[src/rtl/stim_pkg.sv]
// Shared types and the 16-bit Galois LFSR step used by the stimulus sequencer and its MISR.
package stim_pkg;

    localparam int          LFSR_W       = 16;
    localparam logic [15:0] LFSR_TAPS    = 16'hB400;
    localparam logic [15:0] DEFAULT_SEED = 16'hACE1;

    typedef enum logic [1:0] {
        IDLE,
        DRIVE,
        HOLD,
        DONE
    } state_t;

    function automatic logic [LFSR_W-1:0] lfsr_step(input logic [LFSR_W-1:0] s);
        return (s >> 1) ^ (s[0] ? LFSR_TAPS : '0);
    endfunction

endpackage

[src/rtl/stim_lfsr_driver_if.sv]
// Valid/ready stimulus channel between the LFSR sequencer (master) and its consumer (slave).
interface stim_lfsr_driver_if #(
    parameter int NUM_INPUTS = 6
);
    logic [NUM_INPUTS-1:0] vec;
    logic                  vec_valid;
    logic                  vec_ready;

    modport master (output vec, output vec_valid, input vec_ready);
    modport slave  (input vec, input vec_valid, output vec_ready);
endinterface

[src/rtl/stim_hold_counter.sv]
// Loadable down-counter with zero flag; times the idle gap between stimulus vectors.
module stim_hold_counter #(
    parameter int W = 4
) (
    input  logic         clk,
    input  logic         rst,
    input  logic         load,
    input  logic         en,
    input  logic [W-1:0] value,
    output logic         zero
);
    logic [W-1:0] count;

    always_ff @(posedge clk or posedge rst) begin
        if (rst) begin
            count <= '0;
        end else if (load) begin
            count <= value;
        end else if (en && (count != '0)) begin
            count <= count - 1'b1;
        end
    end

    assign zero = (count == '0);
endmodule

[src/rtl/stim_lfsr_driver.sv]
// Seeded LFSR stimulus sequencer: offers N_VECTORS vectors over valid/ready with a hold gap.
// Optional response MISR (rsp/signature ports) enabled by STIM_LFSR_DRIVER_SIGNATURE_EN.
module stim_lfsr_driver
    import stim_pkg::*;
#(
    parameter int          NUM_INPUTS  = 6,
    parameter int          N_VECTORS   = 20,
    parameter int          HOLD_CYCLES = 10,
    parameter logic [15:0] SEED        = DEFAULT_SEED
) (
    input  logic                               clk,
    input  logic                               rst,
    input  logic                               start,
    input  logic                               abort,
    stim_lfsr_driver_if.master                 bus,
    output logic [$clog2(N_VECTORS+1)-1:0]     vec_idx,
    output logic                               busy,
    output logic                               done
`ifdef STIM_LFSR_DRIVER_SIGNATURE_EN
    ,
    input  logic [7:0]                         rsp,
    output logic [15:0]                        signature
`endif
);
    localparam int IDX_W = $clog2(N_VECTORS + 1);
    localparam int CNT_W = (HOLD_CYCLES > 1) ? $clog2(HOLD_CYCLES) : 1;
    localparam logic [15:0]      SEED_EFF  = (SEED == 16'h0000) ? 16'h0001 : SEED;
    localparam logic [CNT_W-1:0] HOLD_LOAD = CNT_W'((HOLD_CYCLES > 0) ? HOLD_CYCLES - 1 : 0);
    localparam logic [IDX_W-1:0] IDX_MAX   = IDX_W'(N_VECTORS);

    state_t      state;
    logic [15:0] lfsr;
    logic [15:0] lfsr_nxt;
    logic [15:0] seed_nxt;
    logic        hs;
    logic        last_vec;
    logic        start_go;
    logic        hold_load;
    logic        hold_zero;

    assign lfsr_nxt  = lfsr_step(lfsr);
    assign seed_nxt  = lfsr_step(SEED_EFF);
    assign hs        = bus.vec_valid && bus.vec_ready;
    assign last_vec  = (32'(vec_idx) + 32'd1) == 32'(N_VECTORS);
    assign start_go  = ((state == IDLE) || (state == DONE)) && start && !abort;
    assign hold_load = (state == DRIVE) && hs && !abort && !last_vec && (HOLD_CYCLES != 0);

    // Loaded with HOLD_CYCLES-1 on the handshake so HOLD lasts exactly HOLD_CYCLES cycles.
    stim_hold_counter #(.W(CNT_W)) u_hold (
        .clk   (clk),
        .rst   (rst),
        .load  (hold_load),
        .en    (state == HOLD),
        .value (HOLD_LOAD),
        .zero  (hold_zero)
    );

    always_ff @(posedge clk or posedge rst) begin
        if (rst) begin
            state         <= IDLE;
            lfsr          <= SEED_EFF;
            bus.vec       <= '0;
            bus.vec_valid <= 1'b0;
            vec_idx       <= '0;
            busy          <= 1'b0;
            done          <= 1'b0;
        end else if (abort) begin
            state         <= IDLE;
            bus.vec_valid <= 1'b0;
            busy          <= 1'b0;
            done          <= 1'b0;
        end else begin
            case (state)
                IDLE, DONE: begin
                    if (start) begin
                        lfsr          <= seed_nxt;
                        bus.vec       <= seed_nxt[NUM_INPUTS-1:0];
                        bus.vec_valid <= 1'b1;
                        vec_idx       <= '0;
                        busy          <= 1'b1;
                        done          <= 1'b0;
                        state         <= DRIVE;
                    end
                end
                DRIVE: begin
                    if (hs) begin
                        if (vec_idx != IDX_MAX) vec_idx <= vec_idx + 1'b1;
                        if (last_vec) begin
                            bus.vec_valid <= 1'b0;
                            busy          <= 1'b0;
                            done          <= 1'b1;
                            state         <= DONE;
                        end else if (HOLD_CYCLES == 0) begin
                            lfsr    <= lfsr_nxt;
                            bus.vec <= lfsr_nxt[NUM_INPUTS-1:0];
                        end else begin
                            bus.vec_valid <= 1'b0;
                            state         <= HOLD;
                        end
                    end
                end
                HOLD: begin
                    if (hold_zero) begin
                        lfsr          <= lfsr_nxt;
                        bus.vec       <= lfsr_nxt[NUM_INPUTS-1:0];
                        bus.vec_valid <= 1'b1;
                        state         <= DRIVE;
                    end
                end
                default: state <= IDLE;
            endcase
        end
    end

`ifdef STIM_LFSR_DRIVER_SIGNATURE_EN
    logic        hs_d;
    logic [15:0] sig;

    // The response for a vector is sampled one cycle after its handshake, even if that lands in DONE.
    always_ff @(posedge clk or posedge rst) begin
        if (rst) begin
            hs_d <= 1'b0;
            sig  <= '0;
        end else if (start_go) begin
            hs_d <= 1'b0;
            sig  <= '0;
        end else begin
            hs_d <= (state == DRIVE) && hs && !abort;
            if (hs_d) sig <= lfsr_step(sig) ^ {8'h00, rsp};
        end
    end

    assign signature = sig;
`else
    logic unused_start_go;
    assign unused_start_go = start_go;
`endif

endmodule

[src/flat_wrapper.sv]
// flat-port wrapper written by rule: the top's interface ports become plain ports
module stim_lfsr_driver_flat import stim_pkg::*;
#(
    parameter int          NUM_INPUTS  = 6,
    parameter int          N_VECTORS   = 20,
    parameter int          HOLD_CYCLES = 10,
    parameter logic [15:0] SEED        = DEFAULT_SEED
)
  (clk, rst, start, abort, vec_idx, busy, done, bus_vec, bus_vec_valid, bus_vec_ready);
  stim_lfsr_driver_if #(.NUM_INPUTS(NUM_INPUTS)) bus_i ();
  input  logic clk;
  input  logic rst;
  input  logic start;
  input  logic abort;
  output logic [$clog2(N_VECTORS+1)-1:0] vec_idx;
  output logic busy;
  output logic done;
  output wire logic [$bits(bus_i.vec)-1:0] bus_vec;
  output wire logic [$bits(bus_i.vec_valid)-1:0] bus_vec_valid;
  input wire logic [$bits(bus_i.vec_ready)-1:0] bus_vec_ready;
  assign bus_vec = bus_i.vec;
  assign bus_vec_valid = bus_i.vec_valid;
  assign bus_i.vec_ready = bus_vec_ready;
  stim_lfsr_driver #(.NUM_INPUTS(NUM_INPUTS), .N_VECTORS(N_VECTORS), .HOLD_CYCLES(HOLD_CYCLES), .SEED(SEED)) u_core (.clk(clk), .rst(rst), .start(start), .abort(abort), .bus(bus_i), .vec_idx(vec_idx), .busy(busy), .done(done));
endmodule
[config.mk]
export PLATFORM = sky130hd
export DESIGN_NAME = stim_lfsr_driver_flat
export DESIGN_NICKNAME = d
export VERILOG_FILES = /design/src/rtl/stim_pkg.sv /design/src/rtl/stim_lfsr_driver_if.sv /design/src/rtl/stim_hold_counter.sv /design/src/rtl/stim_lfsr_driver.sv /design/src/flat_wrapper.sv
export SDC_FILE = /design/constraint.sdc
export NUM_CORES = 1
export LEC_CHECK = 0
export ABC_AREA = 1
export CAP_MARGIN = 20
export CORE_ASPECT_RATIO = 1.25
export CORE_MARGIN = 5
export CORE_UTILIZATION = 55
export DETAILED_ROUTE_END_ITERATION = 7
export PLACE_DENSITY = 0.78
export RECOVER_POWER = 25
export SLEW_MARGIN = 10
export SYNTH_ARGS = -nofsm -noshare
export SYNTH_HDL_FRONTEND = slang
export SYNTH_SLANG_ARGS = --single-unit
[constraint.sdc]
create_clock -name clk -period 2.1 [get_ports clk]
set_clock_uncertainty 0.2 [all_clocks]
set_input_delay 0.525 -clock clk [delete_from_list [all_inputs] [get_ports clk]]
set_output_delay 0.525 -clock clk [all_outputs]
set_load 0.02 [all_outputs]
== Word level (Yosys, flattened, before mapping) ==
Cells that the tools add are included.
Word-level totals
  input bits: 5
  register bits: 36
Cells by class
  $add $sub $neg: 3
  reduce and logical (&&, ||, !) cells: 19
  multiplexer cells: 33
  bitwise operators: 2
  equality and inequality tests: 13
Operators by type and width (number)
  two-way mux 16 bit: 3
  == test 32 x 5 -> 1 bit (second input constant): 1
  case mux 16 bit (2 select lines): 1
  XOR 15 x 16 -> 16 bit: 1
  two-way mux 5 bit: 3
  two-way mux 1 bit: 12
  two-way mux 6 bit: 2
  case mux 6 bit (2 select lines): 1
  case mux 5 bit (2 select lines): 1
  != test 3 x 2 -> 1 bit (second input constant): 3
  two-way mux 2 bit: 4
  two-way mux 4 bit: 2
  AND reduction 4 bit: 2
  adder 5 x 1 -> 6 bit (second input constant): 1
  case mux 2 bit (3 select lines): 1
  nonzero test 2 bit: 3
  adder 5 x 1 -> 5 bit (second input constant): 1
  logical AND 1 bit: 5
  != test 5 bit (second input constant): 1
  AND reduction 5 bit: 1
  == test 2 bit (second input constant): 2
  zero test 4 bit: 1
  != test 2 x 1 -> 1 bit (second input constant): 2
  != test 2 bit (second input constant): 2
  12 further kinds: 14

== Longest topological paths before layout ==
Gate-level depths: netlist (run 1).
  depth in word-level cells: 6
  gate-level depth with buffers: 8
  depth with buffers taken out: 8

== Hierarchy ==
Synthesis (run 1) repeated with hierarchy kept, for this count alone.
Unflattened totals
  cell total of the unflattened synthesis: 229
  area total of the unflattened synthesis: 1736.7 um^2
By module, submodules not included
  stim_lfsr_driver: area an instance 1437.6 um^2, sequential area each 710.7 um^2, cells each 182, times used 1
  stim_hold_counter: area an instance 299.0 um^2, sequential area each 100.1 um^2, cells each 47, times used 1

== Worst setup path after synthesis (run 1) ==
OpenSTA, ideal clock, no wires.
  path type: reg2reg
  start point: reg u_core.state[0]
  end point: reg u_core.lfsr[14]
  cell stages (with the launch flop): 8
  slack: 0.448 ns
  required time: 1.781 ns
  arrival time: 1.332 ns
  setup time: 0.119 ns
  period minus slack after synthesis: 1.652 ns
  path buffers: 1
  cells stage by stage: dfrtp_1 > inv_1 > ha_1 > a21oi_4 > nand3_4 > buf_6 > nand2_1 > o21ai_2
On the way
  cells in the longest elaborated chain, start to end: 4
  elaborated cells between the ends (all ways): 9
  classes of those cells: eq/ne: 4; mux: 1; reduce/logical: 4
RTL lines
  start: declaration: RTL line stim_lfsr_driver.sv:31  | state_t state;
  start signal: assignment: RTL line stim_lfsr_driver.sv:60  | state <= IDLE;
  start signal: assignment: RTL line stim_lfsr_driver.sv:68  | state <= IDLE;
  start signal: assignment: RTL line stim_lfsr_driver.sv:82  | state <= DRIVE;
  == test 2 bit or zero test 2 bit (tied branches)
  OR reduction 2 bit: RTL line stim_lfsr_driver.sv:73  | case (state)
  != test 2 bit (no line) or nonzero test 2 bit (tied branches)
  AND reduction 4 bit (no line)
  end signal: assignment: RTL line stim_lfsr_driver.sv:76  | lfsr <= seed_nxt;
  end signal: assignment: RTL line stim_lfsr_driver.sv:94  | lfsr <= lfsr_nxt;
  end signal: assignment: RTL line stim_lfsr_driver.sv:104  | lfsr <= lfsr_nxt;
  end: declaration: RTL line stim_lfsr_driver.sv:32  | logic [15:0] lfsr;
Several ways; a longest one is shown, not always the timed one.
A chain may end at the register's enable or synchronous reset.

== Worst setup path in the final report (run 1) ==
  start point: reg u_core.done
  end point: out done
RTL lines
  start: declaration: RTL line stim_lfsr_driver.sv:18  | output logic done
  start signal: assignment: RTL line stim_lfsr_driver.sv:66  | done <= 1'b0;
  start signal: assignment: RTL line stim_lfsr_driver.sv:71  | done <= 1'b0;
  start signal: assignment: RTL line stim_lfsr_driver.sv:81  | done <= 1'b0;
  end: declaration: RTL line flat_wrapper.sv:17  | output logic done;
No word-level cell between the ends.

==> results_dict.tcl, run 1 <==
set metrics [dict create \
    ys_top_cells_by_count "67 x nand2_1, 29 x inv_1, 24 x dfrtp_1" \
    crit_required_ns 1.37 \
    slew_headroom_pct 49.1 \
    crit_end "done" \
    critPathCaptureType "output pin" \
    clock_sinks 32 \
    synthTopCellsByArea "dfrtp_1 34%, nand2_1 14%, dfstp_2 12%" \
    fmax_ghz 0.490 \
    drive_gt1_share_pct 15.2 \
    place.gp.congestion 0.872 \
    firstDrtPassIters 6 \
    antenna_cells 0 \
    finalHoldViolCount 0 \
    n_fill_cell 259 \
    seq_area_frac_synth_pct 46.6 \
    dr_total_vias 1385 \
    synth.distinct_cells 26 \
    power_leakage_nw 1.06 \
    hold_buffers 0 \
    start_kind "flop" \
    critPathArrivalTime_ns 1.31 \
    viasPerCell 5.07 \
    path_cells "clkdlybuf4s50_1" \
    pre_cts_ws_ns 0.0308 \
    clkTransAtPathRegs_ns 0.10 \
    synth_fp_nets 225 \
    cap_violations 0 \
    clock_latency_ns 0.35 \
    period_needed_ns 2.04 \
    crit_buf_inv 1 \
    area_growth_pct 16.3 \
    synth.largest_area_cell "dfrtp_1" \
    netlist_instances 214 \
    final_cell_count_no_fill 273 \
    r2r-start "u_core.state[0]" \
    dr.first_iter.drc_count 37 \
    place_area_um2 1940 \
    final-setup-viol-count 0 \
    switchingPower_mw 1.09 \
    cp_slowest_cell "clkdlybuf4s50_1" \
    grt_max_degree 33 \
    track_usage_pct 16.8 \
    p_seq_share_pct 37.9 \
    die_y_um 72.9 \
    fin_util_pct 67.5 \
    worst_slack_ns 0.0607 \
    dp_cells 265 \
    synth.avg_cell_area_um2 8.14 \
    slew_viol_final 0 \
    synth_flop_cell "dfrtp_1" \
    synth-adder-area-share_pct 4.31 \
    cpPeakStageDelay_ns 0.61 \
    htreeDepth 2 \
    synth-seq-cells 32 \
    worstSetupPathType "flop to output pin" \
    routed_wl_um 3220 \
    grt_overflow 0 \
    yosys-mux-area-fraction_pct 0 \
    cts_setup_buffers 0 \
    hpwlAfterDp_um 2320 \
    cp.depth 1 \
    synth_top_family_by_area "simple AND/OR/NAND/NOR gates" \
    finalInstanceArea_um2 2030 \
    yosysMostFrequentCell "nand2_1" \
    ys_warn_count 0 \
    synth_area_um2 1740 \
    internal_power_mw 1.53 \
    fin_nets 247 \
    reg2reg_depth 6 \
    initial_core_util_pct 58.0 \
    finalCritPeriodShare_pct 97.1 \
    grt_pass1_vias 1277 \
    ir_worst_vdd_v 0.000889 \
    cp_top_family "buffers and inverters" \
    synthXorXnorAreaFrac_pct 2.01 \
    grt_first_pass_wirelength_um 5540 \
    async_flop_share_pct 100 \
    comb_power_share_pct 43.9 \
    r2r_slack_ns 0.18 \
    io_pins 19 \
    die-area_um2 4400 \
    port_buffers 18 \
    core_area_um2 3000 \
    p_per_area_nw_per_um2 1290 \
    cts_root_buffer "clkbuf_4" \
    setup_tns_ns 0 \
    critical_path.startpoint "u_core.done" \
    synth-compound-area-share_pct 8.12 \
    routedWlPerCell_um 11.8 \
    p_clk_share_pct 18.2 \
    hold_path_class "flop to flop" \
    ctsLongestPathBuffers 2 \
    reg2reg_to "u_core.bus.vec[4]" \
    antenna_found_initial 0 \
    synth-edff-count 0 \
    outcome "finished, final reports clean" \
    numCtsBuffers 5 \
    rows 22 \
    drc 0 \
    cts_tree "done" \
    drtAntennaViolNets 0 \
    synth_top_area_share_pct 34.5 \
    synthSimpleGateAreaFrac_pct 29.0 \
    rsz0062_at_grt "false" \
    ff_latch_area_um2 811 \
    swShare_pct 41.7 \
    die_x_um 60.3 \
    tightest_slew_ns 0.763 \
    path_max_fanout 2 \
    multi_input_area_um2 757 \
]
[sequential cells by signal, indices dropped and copies added (netlist names)]
signal,count
u_core.busy,1
u_core.done,1
u_core.lfsr,12
u_core.state,2
u_core.bus.vec,6
u_core.bus.vec_valid,1
u_core.u_hold.count,4
u_core.vec_idx,5
[kinds of logic after synthesis]
| family | after synthesis |
|---|---|
| buf+inv | 38 |
| flops | 32 |
| fa+ha+maj | 6 |
| simple gates | 113 |
| compound gates | 21 |
| xor+xnor | 4 |
[stage by stage]
stage	hold slack, ns	total power [mW]
finish	0.271	2.61
global route	0.302	2.83
CTS	0.273	2.64
detailed placement	0.259	2.18
global placement	0.252	2.15
floorplan	0.242	1.90
[power groups by stage]
stage	Combinational [mW]	Clock, mW	Sequential, mW
2_1_floorplan	0.868	0	1.03
3_3_place_gp	1.14	0	1.00
3_5_place_dp	1.18	0	1.01
4_1_cts	1.16	0.481	0.995
5_1_grt	1.30	0.507	1.03
6_report	1.15	0.475	0.992
[per-layer routing]
metal | GRT usage [%] | share of wire (%) | vias up
met5 | 0 | 0 | -
met3 | 4.78 | 4.2 | 7
met2 | 27.4 | 50 | 25
met4 | 7.14 | 1.8 | 0
met1 | 20.5 | 44 | 645
li1 | - | - | 708
[layout make-up]
class / instances / share of cell area, %
Sequential cell: 32 / 40.0
Multi-Input combinational cell: 144 / 37.4
Timing Repair Buffer: 23 / 10.9
Inverter: 30 / 5.56
Tap cell: 36 / 2.22
Clock inverter: 3 / 2.10
Clock buffer: 5 / 1.85
[worst min-delay path by stage]
stage | startpoint | end | slack, ns | cells past startpoint
after global routing | u_core.lfsr[7] | u_core.lfsr[7] | 0.30 | 2
after CTS | u_core.lfsr[5] | u_core.lfsr[5] | 0.27 | 2
final | u_core.lfsr[5] | u_core.lfsr[5] | 0.27 | 2
after floorplan | u_core.lfsr[5] | u_core.lfsr[5] | 0.24 | 2
after global placement | u_core.lfsr[5] | u_core.lfsr[5] | 0.25 | 2
after detailed placement | u_core.lfsr[5] | u_core.lfsr[5] | 0.26 | 2
[repair_timing]
action | in CTS | in global routing
resized for setup | 4 | 4
endpoints found under the hold margin | 0 | 0
endpoints found under the setup margin | 4 | 4
[worst reg2reg max path, delay by kind of cell (launching register included)]
kind,cells,cell delay (ns)
buffers and inverters,1,0.08
adders and majority gates,1,0.37
AOI/OAI and AO/OA,2,0.30
and+or+nand+nor,2,0.44
DFF,1,0.41
[cells in the final DEF (no fill, tap or decap)]
master and n:
clkinv_2 1, nand3_1 14, o21ai_2 6, inv_2 1, o21ai_0 3, ha_1 6, clkbuf_4 5, or2_2 1
dlygate4sd3_1 1, nand2_1 67, clkinvlp_4 1, a21oi_1 2, xnor2_1 3, dfstp_2 8, dlygate4sd2_1 4, buf_4 4
nand3_4 1, a21oi_4 1, nand2_2 1, nand3_2 2, nand2_4 2, bufinv_16 1, o21bai_1 1, inv_1 29
clkbuf_2 1, o21ai_1 8, xor2_1 1, clkdlybuf4s50_1 9, nand4_1 7, dlymetal6s2s_1 4, nor2_1 18, dfrtp_1 24
Note: power is estimated with default switching activity, not from simulation.
==> run 2: changes to the inputs <==
- PLACE_DENSITY: 0.78 -> 0.83
- clock period: 2.1 -> 2.31 ns (I/O delays scaled with it)
==> results_dict.tcl, run 2 (synthesized netlist as in run 1, its figures left out) <==
set metrics [dict create \
    p_per_area_nw_per_um2 1190 \
    viasPerCell 5.16 \
    r2r_slack_ns 0.43 \
    fin_nets 243 \
    ir_worst_vdd_v 0.000717 \
    place.gp.congestion 0.857 \
    drtAntennaViolNets 0 \
    slew_headroom_pct 48.3 \
    fmax_ghz 0.444 \
    track_usage_pct 16.4 \
    worstSetupPathType "flop to output pin" \
    grt_first_pass_wirelength_um 5520 \
    hpwlAfterDp_um 2240 \
    cts_root_buffer "clkbuf_4" \
    largest_reg_flops 12 \
    clock_latency_ns 0.33 \
    ff_latch_area_um2 812 \
    ctsLongestPathBuffers 2 \
    die_x_um 60.3 \
    power_leakage_nw 0.960 \
    final_common_cell "nand2_1" \
    cpPeakStageDelay_ns 0.65 \
    period_needed_ns 2.25 \
    crit_buf_inv 1 \
    dp_cells 261 \
    antenna_cells 0 \
    worst_slack_ns 0.0595 \
    pre_cts_ws_ns 0.183 \
    finalHoldViolCount 0 \
    cap_violations 0 \
    grt_pass1_vias 1269 \
    start_kind "flop" \
    crit_required_ns 1.53 \
    antenna_found_initial 0 \
    firstDrtPassIters 4 \
    cts_tree "done" \
    cp_top_family "buffers and inverters" \
    port_buffers 18 \
    critPathCaptureType "output pin" \
    die_y_um 72.9 \
    place_area_um2 1910 \
    n_fill_cell 242 \
    rsz0062_at_grt "false" \
    initial_core_util_pct 58.0 \
    area_growth_pct 14.2 \
    setup_tns_ns 0 \
    final_cell_count_no_fill 269 \
    path_cells "clkdlybuf4s50_1" \
    finalCritPeriodShare_pct 97.4 \
    multi_input_area_um2 757 \
    htreeDepth 2 \
    fin_util_pct 66.3 \
    whs_ns 0.274 \
    finalInstanceArea_um2 1990 \
    drive_gt1_share_pct 13.7 \
    io_pins 19 \
    grt_max_degree 33 \
    dr_total_vias 1388 \
    final-setup-viol-count 0 \
    rows 22 \
    core_area_um2 3000 \
    path_max_fanout 7 \
    mostFrequentLayoutCells "67 x nand2_1, 29 x inv_1, 23 x dfrtp_1, 18 x nor2_1, 17 x clkdlybuf4s50_1" \
    clock_sinks 32 \
    power.total_mw 2.37 \
    clkTransAtPathRegs_ns 0.10 \
    grt_overflow 0 \
    cp_slowest_cell "clkdlybuf4s50_1" \
    routed_wl_um 3110 \
    max_flop_register "u_core.lfsr" \
    critPathArrivalTime_ns 1.47 \
    tightest_slew_ns 0.775 \
    die-area_um2 4400 \
    outcome "finished, final reports clean" \
    routedWlPerCell_um 11.6 \
    slew_viol_final 0 \
    numCtsBuffers 5 \
    reg_top3 "u_core.lfsr (12), u_core.bus.vec (6), u_core.vec_idx (5)" \
    hold_path_class "flop to flop" \
    dr.first_iter.drc_count 50 \
    drc 0 \
]
## run 2: cell count changes in the layout (fill, tap and decap cells not counted)
cell             previous run  this run
clkdlybuf4s50_1             9        17
clkbuf_1                    0         1
dfrtp_2                     0         1
dlymetal6s2s_1              4         0
dlygate4sd2_1               4         0
clkinvlp_4                  1         0
dfrtp_1                    24        23
buf_4                       4         0
## run 2: path summary, 6_finish.rpt
path / start / to / depth (start not counted)
min in group asynchronous: rst / u_core.vec_idx[2] / 3
max in group asynchronous: rst / u_core.vec_idx[2] / 3
worst min register to register: u_core.lfsr[5] / u_core.lfsr[5] / 2
worst max-delay path: u_core.vec_idx[3] / vec_idx[3] / 1
worst min-delay path: u_core.lfsr[5] / u_core.lfsr[5] / 2
worst max register to register: u_core.state[0] / u_core.bus.vec[4] / 6
## run 2: metal layers
metal / part of all wire, % / GRT usage, % / vias to the layer above
met2: 49 / 25.6 / 33
met1: 44 / 20.8 / 640
met3: 5.5 / 5.31 / 7
met4: 1.6 / 6.40 / 0
met5: 0 / 0 / -
li1: - / - / 708
## run 2: final cells by class
type / instances / share of cell area [%]
clock inverters: 2 / 1.76
flip-flops and latches: 32 / 40.8
inverters: 30 / 5.66
well taps: 36 / 2.27
clock buffers: 6 / 2.08
multi-input cells: 144 / 38.1
repair buffers: 19 / 9.31
## run 2: where the power goes
| part | switching [mW] | internal [mW] | total [mW] |
|---|---|---|---|
| Clock | 0.194 | 0.227 | 0.421 |
| Combinational | 0.641 | 0.402 | 1.04 |
| Sequential | 0.138 | 0.767 | 0.905 |
| Total | 0.973 | 1.40 | 2.37 |
## run 2: timing repair
action                     CTS  global route
resized for setup            1             0
hold endpoints to repair     0             0
setup endpoints to repair    1             0
hold buffers                 0             0
buffers inserted             0             0
